File: src/rtl/servo_track_scheduler.sv
// Solar-tracker sequencer for two servo_driver channels (H azimuth, V elevation).
// Limit sweep on each axis, then sample -> move -> settle loop driven by LDR readings.
module servo_track_scheduler #(
    parameter int DW         = 12,
    parameter int DEADBAND   = 8,
    parameter int STEP_CYC   = 200,
    parameter int SETTLE_CYC = 1000
) (
    input  logic          CLK,
    input  logic          RST_N,
    input  logic          START,
    input  logic          STOP,
    input  logic          VALID,
    input  logic [DW-1:0] LDR_L,
    input  logic [DW-1:0] LDR_R,
    input  logic [DW-1:0] LDR_T,
    input  logic [DW-1:0] LDR_B,
    input  logic          LIMIT_H,
    input  logic          LIMIT_V,
    output logic          BTN0_H,
    output logic          BTN1_H,
    output logic          BTN0_V,
    output logic          BTN1_V,
    output logic          ES_H,
    output logic          ES_V,
    output logic          BUSY,
    output logic [2:0]    STATE
);

    localparam int CMAX = (STEP_CYC > SETTLE_CYC) ? STEP_CYC : SETTLE_CYC;
    localparam int CW   = $clog2(CMAX + 1);

    localparam logic [CW-1:0] STEP_LAST   = CW'(STEP_CYC - 1);
    localparam logic [CW-1:0] SETTLE_LAST = CW'(SETTLE_CYC - 1);
    localparam logic [CW-1:0] CNT_MAX     = CW'(CMAX);
    localparam logic [CW-1:0] CNT_ONE     = CW'(1);

    localparam logic [DW:0] DB   = (DW + 1)'(DEADBAND);
    localparam logic [DW:0] ZERO = '0;

    localparam logic [2:0] S_IDLE    = 3'd0;
    localparam logic [2:0] S_SWEEP_H = 3'd1;
    localparam logic [2:0] S_SWEEP_V = 3'd2;
    localparam logic [2:0] S_SAMPLE  = 3'd3;
    localparam logic [2:0] S_MOVE_H  = 3'd4;
    localparam logic [2:0] S_MOVE_V  = 3'd5;
    localparam logic [2:0] S_SETTLE  = 3'd6;

    // last_q: 0 = H served last, 1 = V served last
    // dir_q:  1 = ccw (BTN0), 0 = cw (BTN1)
    logic [2:0]    state_q, state_d;
    logic [CW-1:0] cnt_q, cnt_d;
    logic          last_q, last_d;
    logic          dir_q, dir_d;
    logic          btn0_h_q, btn0_h_d;
    logic          btn1_h_q, btn1_h_d;
    logic          btn0_v_q, btn0_v_d;
    logic          btn1_v_q, btn1_v_d;
    logic          es_h_q, es_h_d;
    logic          es_v_q, es_v_d;
    logic          busy_q, busy_d;

    logic [DW:0] dh, dv;
    logic [DW:0] mag_h, mag_v;
    logic        req_h, req_v;
    logic        grant_h, grant_v;
    logic        grant_ccw, grant_lim;

    // LDR differences, deadband test and round-robin grant
    always_comb begin
        dh        = {1'b0, LDR_L} - {1'b0, LDR_R};
        dv        = {1'b0, LDR_T} - {1'b0, LDR_B};
        mag_h     = dh[DW] ? (ZERO - dh) : dh;
        mag_v     = dv[DW] ? (ZERO - dv) : dv;
        req_h     = mag_h > DB;
        req_v     = mag_v > DB;
        grant_v   = req_v && (!req_h || !last_q);
        grant_h   = req_h && !grant_v;
        grant_ccw = grant_v ? !dv[DW] : !dh[DW];
        grant_lim = grant_v ? LIMIT_V : LIMIT_H;
    end

    // Next state, served-axis memory, latched direction and step counter
    always_comb begin
        state_d = state_q;
        last_d  = last_q;
        dir_d   = dir_q;
        if (STOP) begin
            state_d = S_IDLE;
        end else begin
            case (state_q)
                S_IDLE: begin
                    if (START) state_d = S_SWEEP_H;
                end
                S_SWEEP_H: begin
                    if (LIMIT_H) state_d = S_SWEEP_V;
                end
                S_SWEEP_V: begin
                    if (LIMIT_V) state_d = S_SAMPLE;
                end
                S_SAMPLE: begin
                    if (VALID) begin
                        if (!grant_h && !grant_v) begin
                            state_d = S_SETTLE;
                        end else if (grant_ccw && grant_lim) begin
                            state_d = S_SETTLE;
                            last_d  = grant_v;
                        end else begin
                            state_d = grant_v ? S_MOVE_V : S_MOVE_H;
                            dir_d   = grant_ccw;
                        end
                    end
                end
                S_MOVE_H: begin
                    if ((dir_q && LIMIT_H) || (cnt_q == STEP_LAST)) begin
                        state_d = S_SETTLE;
                        last_d  = 1'b0;
                    end
                end
                S_MOVE_V: begin
                    if ((dir_q && LIMIT_V) || (cnt_q == STEP_LAST)) begin
                        state_d = S_SETTLE;
                        last_d  = 1'b1;
                    end
                end
                S_SETTLE: begin
                    if (cnt_q == SETTLE_LAST) state_d = S_SAMPLE;
                end
                default: begin
                    state_d = S_IDLE;
                end
            endcase
        end

        if (state_d != state_q) begin
            cnt_d = '0;
        end else if (cnt_q == CNT_MAX) begin
            cnt_d = cnt_q;
        end else begin
            cnt_d = cnt_q + CNT_ONE;
        end
    end

    // Outputs decoded from the next state so they register alongside it
    always_comb begin
        btn0_h_d = 1'b0;
        btn1_h_d = 1'b0;
        btn0_v_d = 1'b0;
        btn1_v_d = 1'b0;
        es_h_d   = 1'b0;
        es_v_d   = 1'b0;
        busy_d   = (state_d != S_IDLE);
        case (state_d)
            S_SWEEP_H: begin
                es_h_d   = 1'b1;
                btn0_h_d = 1'b1;
            end
            S_SWEEP_V: begin
                es_v_d   = 1'b1;
                btn0_v_d = 1'b1;
            end
            S_MOVE_H: begin
                btn0_h_d = dir_d;
                btn1_h_d = !dir_d;
            end
            S_MOVE_V: begin
                btn0_v_d = dir_d;
                btn1_v_d = !dir_d;
            end
            default: begin
                btn0_h_d = 1'b0;
            end
        endcase
    end

    // State, counter and output registers
    always_ff @(posedge CLK or negedge RST_N) begin
        if (!RST_N) begin
            state_q  <= S_IDLE;
            cnt_q    <= '0;
            last_q   <= 1'b1;
            dir_q    <= 1'b0;
            btn0_h_q <= 1'b0;
            btn1_h_q <= 1'b0;
            btn0_v_q <= 1'b0;
            btn1_v_q <= 1'b0;
            es_h_q   <= 1'b0;
            es_v_q   <= 1'b0;
            busy_q   <= 1'b0;
        end else begin
            state_q  <= state_d;
            cnt_q    <= cnt_d;
            last_q   <= last_d;
            dir_q    <= dir_d;
            btn0_h_q <= btn0_h_d;
            btn1_h_q <= btn1_h_d;
            btn0_v_q <= btn0_v_d;
            btn1_v_q <= btn1_v_d;
            es_h_q   <= es_h_d;
            es_v_q   <= es_v_d;
            busy_q   <= busy_d;
        end
    end

    assign BTN0_H = btn0_h_q;
    assign BTN1_H = btn1_h_q;
    assign BTN0_V = btn0_v_q;
    assign BTN1_V = btn1_v_q;
    assign ES_H   = es_h_q;
    assign ES_V   = es_v_q;
    assign BUSY   = busy_q;
    assign STATE  = state_q;

endmodule

File: config.mk
export PLATFORM = sky130hd
export DESIGN_NAME = servo_track_scheduler
export DESIGN_NICKNAME = d
export VERILOG_FILES = /design/src/rtl/servo_track_scheduler.sv
export SDC_FILE = /design/constraint.sdc
export NUM_CORES = 1
export LEC_CHECK = 0
export BUFFER_PORTS_ARGS = -buffer_cell sky130_fd_sc_hd__buf_2
export CAP_MARGIN = 15
export CORE_ASPECT_RATIO = 1.25
export CORE_MARGIN = 3
export CORE_UTILIZATION = 40
export DETAILED_ROUTE_END_ITERATION = 8
export GPL_ROUTABILITY_DRIVEN = 0
export PLACE_DENSITY = 0.59
export SLEW_MARGIN = 5
export SYNTH_ARGS = -nofsm -noshare
export SYNTH_HDL_FRONTEND = slang
export SYNTH_SLANG_ARGS = --single-unit
File: constraint.sdc
create_clock -name CLK -period 7.55 [get_ports CLK]
set_clock_uncertainty 0.15 [all_clocks]
set_input_delay 1.1325 -clock CLK [delete_from_list [all_inputs] [get_ports CLK]]
set_output_delay 1.1325 -clock CLK [all_outputs]
set_load 0.05 [all_outputs]
* Word level (Yosys, flattened, before mapping) *
Index checks and enable logic that the tools add are counted.

word-level totals
  flip-flop bits (word level) = 22
  input bits = 55

cells by class
  add/subtract/negate cells = 5
  $lt $le $gt $ge = 2
  equality and inequality tests = 20
  multiplexer cells = 35
  bitwise logic cells = 1
  reductions and logical operators = 20

operators by type and width
  kind                     count
  $gt A13 B4 Y1 const B    2
  $mux W13                 2
  $sub A1 B13 Y13 const A  2
  $sub A12 B12 Y13         2
  $mux W3                  8
  $pmux W3 S7              1
  $eq A10 B10 Y1 const B   2
  $mux W10                 2
  $mux W1                  17
  $eq A3 B3 Y1 const B     5
  $ne A2 B2 Y1 const B     6
  $add A10 B1 Y10 const B  1
  $eq A10 B8 Y1 const B    1
  $eq A3 B2 Y1 const B     3
  $logic_not A1 Y1         7
  $reduce_and A7 Y1        1
  $eq A3 B1 Y1 const B     2
  $logic_and A1 B1 Y1      6
  $reduce_bool A3 Y1       2
  $mux W2                  2
  $pmux W1 S2              2
  $logic_not A3 Y1         1
  $logic_or A1 B1 Y1       3
  $ne A3 B3 Y1             1
  other kinds (2)          2

* Longest topological paths before layout *
Gate-level depths: netlist of the first run.

  depth in word-level cells = 17
  depth in mapped cells = 17

* Worst setup path before layout of the first run *
Ideal clock, no wire load.

  path kind = input-to-reg
  start point = in LDR_L[0]
  end point = reg cnt_q[0]
  library setup time = 0.130 ns
  arrival = 4.696 ns
  required time = 7.270 ns
  slack = 2.574 ns
  cell stages on the path = 15
  buffers on the path = 0
  cells stage by stage = inv_1 > ha_1 > fa_1 > nand2b_1 > a21oi_1 > xor2_1 > nor3_1 > or4b_4 > or4b_1 > nand3_2 > a31oi_2 > o31a_1 > nand2b_4 > mux2i_4 > nor2_1

between the ends
  word-level cells in the longest chain between the ends = 17
  elaborated cells on any way between the ends = 24

RTL lines
  element                                                           RTL line  source
  start: declaration                                                14        input logic [DW-1:0] LDR_L,
  $sub A12 B12 Y13 *                                                71        dh = {1'b0, LDR_L} - {1'b0, LDR_R};
  $sub A1 B13 Y13                                                   73        mag_h = dh[DW] ? (ZERO - dh) : dh;
  $mux W13                                                          73
  $gt A13 B4 Y1                                                     75        req_h = mag_h > DB;
  $logic_not A1 Y1                                                  77        grant_v = req_v && (!req_h || !last_q);
  $logic_or A1 B1 Y1                                                77
  $logic_and A1 B1 Y1                                               77
  $logic_not A1 Y1                                                  78, 103
  $logic_and A1 B1 Y1                                               78        grant_h = req_h && !grant_v;
  $logic_not A1 Y1                                                  103       if (!grant_h && !grant_v) begin
  $logic_and A1 B1 Y1                                               103
  $mux W2 *                                                         103
  $mux W3 *                                                         102       if (VALID) begin
  $pmux W3 S7 *                                                     91        case (state_q)
  $mux W3 *                                                         88        if (STOP) begin
  $ne A3 B3 Y1 *                                                    135       if (state_d != state_q) begin
  $ne A2 B2 Y1 (no source line) / $mux W10 (equally long branches)  n/a
  end signal: assignment                                            192       cnt_q <= cnt_d;
  end: declaration                                                  52        logic [CW-1:0] cnt_q, cnt_d;

Mark *: on every way between the ends. The rest lies on a longest branch, timed or not.
A chain may end at the register's enable or synchronous reset.

* Final worst setup path of the first run *
  start point = in LDR_L[0]
  end point = reg cnt_q[1]

The elaborated chain is that of the path after synthesis.

==> results.txt, run 1 <==
status: finished, final reports clean
Main synth FF type: dfrtp_1
vias in the first global route: 3123
mux share of post-synthesis cell area: 3.89%
clk buf depth: 2
number of I/O pins: 65
Simple-Gate Fraction of Synth Area: 26.2%
Routed WL: 7630 um
final setup fails: 0
FF+latch count, synth: 22
RR Endpoint: cnt_q[1]
largest family of logic cells by synthesized area: compound AO/OA/AOI/OAI gates
Worst Reg-to-Reg Cells: 12
drt pass-1 iters: 4
Lkg Pwr: 1.79 nW
Data arrival, critical path: 5160 ps
Tot GR Track Use: 16.6%
Crit path max-delay family: simple AND/OR/NAND/NOR gates
layout filler cell count: 819
DR vias: 3285
Root Driver: clkbuf_8
ANT cells: 0
pin count of the biggest net entering global routing: 23
layout net count: 580
Compound-Gate Fraction of Synth Area: 29.5%
Switch Pwr: 221 uW
Least-Margin Pin Slew: 668 ps
Non-Filler Instances: 589
Int Power: 289 uW
TritonCTS buffer count: 3
total gr overflow: 0
Highest Clock Rate: 0.193 GHz
layout cell share with drive strength beyond 1: 17.8%
Rows: 36
Critical Path Source: LDR_L[0]
initial antenna violation count: 0
CTS tree: done
drt drc: 0
placed insts: 585
R2R Path Start: cnt_q[1]
sequential area share after synthesis: 17.0%
CTS Hold Bufs: 0
Floorplan Core Area: 7840 sq um
largest area contributor in the netlist: dfrtp_1
post-route ant nets: 0
Initial Utilization: 41.4%
Multi-input gate area: 2510 sq um
setup tns final: 0 ps
synthesized-area fraction occupied by adder cells: 12.0%
Setup crit end kind: register
H-tree depth: 1
post-synth cell types: 74
Synth Area in XOR/XNOR: 5.66%
WS Path Type: input pin to register
R2R setup slack: 4570 ps
max cap viols: 0
CP max stage delay: 550 ps
Die W: 86.6 um
hpwl dp: 6260 um
CP endpoint: cnt_q[1]
final worst path period share: 68.5%
worst skew pair latency: 260 ps
global-route wire length before repair: 13300 um
final critical-path required period: 5170 ps
syn nets: 516
combinational cell fraction of total power: 56.1%
CTS clk-pin slew, worst paths: 80 ps
clock power share: 16.4%
CP max-delay cell: or4b_4
top cell type's share of synthesized area: 16.2%
DR WL/cell: 13.0 um
FFs w/ async S/R, synth: 100%
Synth warnings: 0
Reg power frac: 27.5%
RSZ-0062 raised after global routing: no
die area: 9240 sq um
Setup crit start kind: input pin
Worst IR Drop VDD: 0.000117 V
CP Cell Sequence: buf_2 -> inv_1 -> ha_1 -> fa_1 -> nand2b_1 -> a21oi_1 -> xor2_1 -> nor3_1 -> or4b_4 -> or4b_1 -> nand3_2 -> a31oi_2 -> o31a_1 -> nand2b_4 -> mux2i_4 -> nor2_1
clk sinks: 22
Net Sw Frac: 43.3%
setup bufs post-CTS: 0
Final Max Slew Viols: 0
syn_area_per_cell: 7.53 sq um
worst min path class: register to register
Pwr per Cell Area: 137 nW/um^2
Synth Instances: 431
Fin. Hold Viols: 0
Seq. cell area: 552 sq um
EDFF count, synth: 0
Critical Path RT: 7540 ps
vias per cell: 5.58
P&R area growth vs syn: 14.6%
Iter 0 DRT Violations: 177
relative slew slack: 54.9%
CP Buf/Inv Count: 2
port bufs: 64
CP Depth: 16
Die H: 107 um
post-synthesis cell area: 3250 sq um
critical path peak fanout: 10
# resized after CTS: 0
ranking of synthesized cells by area: dfrtp_1 (16%), ha_1 (11%), nor2_1 (5.5%), a21oi_1 (5.1%), inv_1 (5.1%)
## cells by family (layout without fill, tap and decap cells)
kind of cell    after synthesis  in the layout
mux                          10             10
xor+xnor                     21             21
simple gates                166            166
fa+ha+maj                    30             30
flops                        22             22
buf+inv                      49            112
compound gates              133            133
## layout by cell type, fill, tap and decap left out, types with 3 or more instances in the layout
cell type  count
nand3_1       15
o2111ai_1      4
a21oi_1       33
inv_1         44
o22ai_1        3
and2_1         9
o211a_1        5
a21boi_1       4
xor2_1        12
a31oi_1        6
xnor2_1        9
buf_2         64
clkbuf_8       4
nor2_1        48
mux2i_1        7
dfrtp_1       21
nor3_1        21
a211oi_1       4
o21ai_0       17
o211ai_1       4
o21a_1         6
ha_1          28
nand4_1        4
nand2_1       32
nand2b_1       6
o2111a_1       4
a21bo_2        3
or3_1          3
o31a_1         3
a21o_1         8
and3_1         6
or4_1          3
## power groups by stage
stage | registers (mW) | clock network, mW | logic, mW
floorplan | 0.152 | 0 | 0.208
global placement | 0.142 | 0 | 0.282
detailed placement | 0.142 | 0 | 0.284
CTS | 0.140 | 0.0847 | 0.287
global route | 0.142 | 0.0893 | 0.322
finish | 0.140 | 0.0836 | 0.286
## layer usage
metal | routed length [um] | vias up | track usage [%]
met5 | 0 | - | 0
met4 | 59 | 0 | 2.67
li1 | - | 1712 | -
met3 | 280 | 7 | 1.08
met2 | 3860 | 62 | 30.7
met1 | 3440 | 1504 | 21.3
## state kept, by name (all words and copies together), names as in the netlist
register	cells
BUSY	1
STATE	3
last_q	1
ES_V	1
BTN0_V	1
BTN0_H	1
BTN1_V	1
dir_q	1
cnt_q	10
ES_H	1
BTN1_H	1
## stage by stage
| stage | setup slack, ps | hold WS (ps) | utilization [%] | cell area, sq um | total power [mW] |
|---|---|---|---|---|---|
| 3_5_place_dp | 2110 | 390 | 46.8 | 3670 | 0.427 |
| 3_3_place_gp | 2180 | 384 | 46.8 | 3670 | 0.424 |
| 6_report | 2380 | 404 | 47.5 | 3720 | 0.510 |
| 5_1_grt | 2060 | 442 | 47.5 | 3720 | 0.553 |
| 4_1_cts | 2340 | 409 | 47.5 | 3720 | 0.512 |
| 2_1_floorplan | 2570 | 353 | - | 3250 | 0.360 |
## Yosys cell counts, types with 4 or more instances
cell type / n
mux2i_1: 7
clkbuf_1: 4
a21oi_1: 33
dfrtp_1: 21
o2111a_1: 4
and2_1: 9
nand2b_1: 6
ha_1: 28
o211a_1: 5
o211ai_1: 4
xnor2_1: 9
nand3_1: 15
xor2_1: 12
nand2_1: 32
a211oi_1: 4
nor3_1: 21
nand4_1: 4
a21o_1: 8
inv_1: 44
o2111ai_1: 4
nor2_1: 48
and3_1: 6
o21ai_0: 17
a21boi_1: 4
a31oi_1: 6
o21a_1: 6
## layout make-up
class / instances / share of cell area [%]
timing repair buffer: 64 / 8.61
tap: 95 / 3.19
clock buffer: 4 / 1.48
sequential: 22 / 14.8
multi-input combinational: 360 / 67.5
inverter: 44 / 4.44
## worst register-to-register path, cell delays in order (launching register included)
cell and delay [ps]:
dfrtp_1 440, ha_1 240, nand2_1 70, nor4_1 320
and4_1 300, o21ai_0 90, nand2_1 100, and2_1 190
nor2_1 110, o21ai_0 250, o32ai_1 180, mux2i_4 330
nor2_1 90
## worst min path at each step
stage	start	to	depth (start not counted)
finish	last_q	last_q	2
detailed placement	cnt_q[7]	cnt_q[7]	2
global route	cnt_q[7]	cnt_q[7]	2
global placement	cnt_q[7]	cnt_q[7]	2
CTS	cnt_q[7]	cnt_q[7]	2
floorplan	last_q	last_q	2
Note: power is estimated with default switching activity, not from simulation.
==> run 2: changes to the inputs <==
--- a/config.mk
+++ b/config.mk
@@ -12,7 +12,7 @@
 export CORE_UTILIZATION = 40
 export DETAILED_ROUTE_END_ITERATION = 8
 export GPL_ROUTABILITY_DRIVEN = 0
-export PLACE_DENSITY = 0.59
+export PLACE_DENSITY = 0.61
 export SLEW_MARGIN = 5
 export SYNTH_ARGS = -nofsm -noshare
 export SYNTH_HDL_FRONTEND = slang
==> constraint.sdc (replaced) <==
create_clock -name CLK -period 4.75 [get_ports CLK]
set_clock_uncertainty 0.15 [all_clocks]
set_input_delay 0.7125 -clock CLK [delete_from_list [all_inputs] [get_ports CLK]]
set_output_delay 0.7125 -clock CLK [all_outputs]
set_load 0.05 [all_outputs]
==> results.txt, run 2 (synthesized netlist as in run 1, its figures left out) <==
status: finished, final reports clean
Least-Margin Pin Slew: 657 ps (-11.2 ps)
H-tree depth: 1 (unchanged)
clk buf depth: 2 (unchanged)
Largest Register: cnt_q
clk sinks: 22 (unchanged)
final worst slack: 262 ps (-2110 ps)
CTS tree: done
R2R Path Start: cnt_q[1]
Root Driver: clkbuf_8
hpwl dp: 6410 um (+2.4%)
total gr overflow: 0 (unchanged)
Switch Pwr: 354 uW (+61%)
pin count of the biggest net entering global routing: 23 (unchanged)
global-route wire length before repair: 13600 um (+2.2%)
Pwr per Cell Area: 217 nW/um^2 (+59%)
Setup WS pre-CTS: -26.9 ps (-2130 ps)
Largest register FFs: 10 (unchanged)
P&R area growth vs syn: 16.7%
DR vias: 3433 (+4.5%)
Critical Path Source: LDR_L[0]
clock power share: 16.1% (-0.3 points)
Initial Utilization: 41.4% (unchanged)
CTS clk-pin slew, worst paths: 80 ps (about the same)
TritonCTS buffer count: 3 (unchanged)
setup bufs post-CTS: 0 (unchanged)
CP endpoint: cnt_q[1]
commonest non-fill, non-tap cell in the layout: buf_2
Routed WL: 7880 um (+3.3%)
Setup crit end kind: register
Floorplan Core Area: 7840 sq um (unchanged)
Tot GR Track Use: 17.1% (+0.45 points)
initial antenna violation count: 0 (unchanged)
final worst path period share: 94.5%
Non-Filler Instances: 597 (+1.4%)
post-route ant nets: 0 (unchanged)
Data arrival, critical path: 4480 ps (-680 ps)
DR WL/cell: 13.2 um (+1.9%)
final setup fails: 0 (unchanged)
final critical-path required period: 4490 ps
Int Power: 469 uW (+62%)
combinational cell fraction of total power: 56.8% (+0.7 points)
vias in the first global route: 3358 (+7.5%)
RR Endpoint: cnt_q[1]
Final Max Slew Viols: 0 (unchanged)
die area: 9240 sq um (unchanged)
Reg power frac: 27.1% (-0.4 points)
worst skew pair latency: 260 ps (about the same)
relative slew slack: 56.0% (+1.1 points)
R2R setup slack: 1720 ps (-2850 ps)
RSZ-0062 raised after global routing: no
most frequent cells in the layout: buf_2 (64), nor2_1 (48), inv_1 (44), a21oi_1 (33), nand2_1 (32)
Lkg Pwr: 1.83 nW (+2.3%)
critical path peak fanout: 10 (unchanged)
layout net count: 588 (+1.4%)
drt pass-1 iters: 5 (+1)
max cap viols: 0 (unchanged)
final hold slack: 249 ps (-154 ps)
port bufs: 64 (unchanged)
number of I/O pins: 65 (unchanged)
Fin. Hold Viols: 0 (unchanged)
Worst Reg-to-Reg Cells: 12 (unchanged)
total power: 823 uW (+62%)
Worst IR Drop VDD: 0.000199 V (+70%)
Critical Path RT: 4740 ps (-2800 ps)
Die H: 107 um (unchanged)
drt drc: 0 (unchanged)
Iter 0 DRT Violations: 154 (-13%)
Highest Clock Rate: 0.223 GHz
worst min path class: input pin to asynchronous set/reset pin
Setup crit start kind: input pin
WS Path Type: input pin to register
Die W: 86.6 um (unchanged)
vias per cell: 5.75 (+3.1%)
placed insts: 593 (+1.4%)
Rows: 36 (unchanged)
ANT cells: 0 (unchanged)
Net Sw Frac: 43.0% (-0.23 points)
layout cell share with drive strength beyond 1: 19.3% (+1.5 points)
==> run 2: cell count changes in the layout (fill, tap and decap cells not counted), sizes merged <==
cell and delta:
buf +8
==> run 2: area by class of cell <==
cell class / count / area, sq um
fill: 802 / 4050
multi-input combinational: 360 / 2520
timing repair buffer: 72 / 380
tap: 95 / 119
inverter: 44 / 165
clock buffer: 4 / 55.1
sequential: 22 / 552
==> run 2: how the worst min path moves through the flow <==
stage	slack [ps]	from	cells after the start	end
global placement	390	cnt_q[7]	2	cnt_q[7]
CTS	270	RST_N	1	BTN1_V
global route	280	RST_N	1	BTN1_V
finish	250	RST_N	1	BTN1_V
floorplan	270	RST_N	0	BTN0_H
detailed placement	390	cnt_q[7]	2	cnt_q[7]
==> run 2: metrics by stage <==
step	setup TNS [ps]	cell area, sq um	util [%]
2_1_floorplan	0	3250	-
3_3_place_gp	0	3730	47.5
3_5_place_dp	-180	3730	47.5
4_1_cts	0	3780	48.2
5_1_grt	0	3790	48.3
6_report	0	3790	48.3
==> run 2: power groups by stage <==
stage | sequential [mW] | clock [mW] | combinational (mW)
6_report | 0.223 | 0.132 | 0.468
5_1_grt | 0.226 | 0.143 | 0.529
4_1_cts | 0.223 | 0.135 | 0.467
3_5_place_dp | 0.226 | 0 | 0.464
3_3_place_gp | 0.226 | 0 | 0.456
2_1_floorplan | 0.242 | 0 | 0.330
==> run 2: metal layers <==
metal | up-vias | global-route usage (%) | wire length, um
met5 | - | 0 | 0
met4 | 0 | 4.90 | 115
met3 | 15 | 1.31 | 332
met2 | 99 | 31.7 | 4070
met1 | 1578 | 20.7 | 3370
li1 | 1741 | - | -
==> run 2: worst max-delay path, cell delays in order <==
cell,delay [ps]
buf_2,70
inv_1,30
ha_1,210
fa_1,390
nand2b_1,190
a21bo_2,220
a32oi_2,220
xor2_1,120
or4b_4,550
buf_4,160
o21ba_2,190
nor3_1,270
a31oi_2,170
o31a_1,340
nand2b_4,170
mux2i_4,350
nor2_1,100
==> run 2: timing repair <==
action                     CTS  global route
hold buffers                 0             0
gates resized for setup      0             1
setup endpoints to repair    0             5
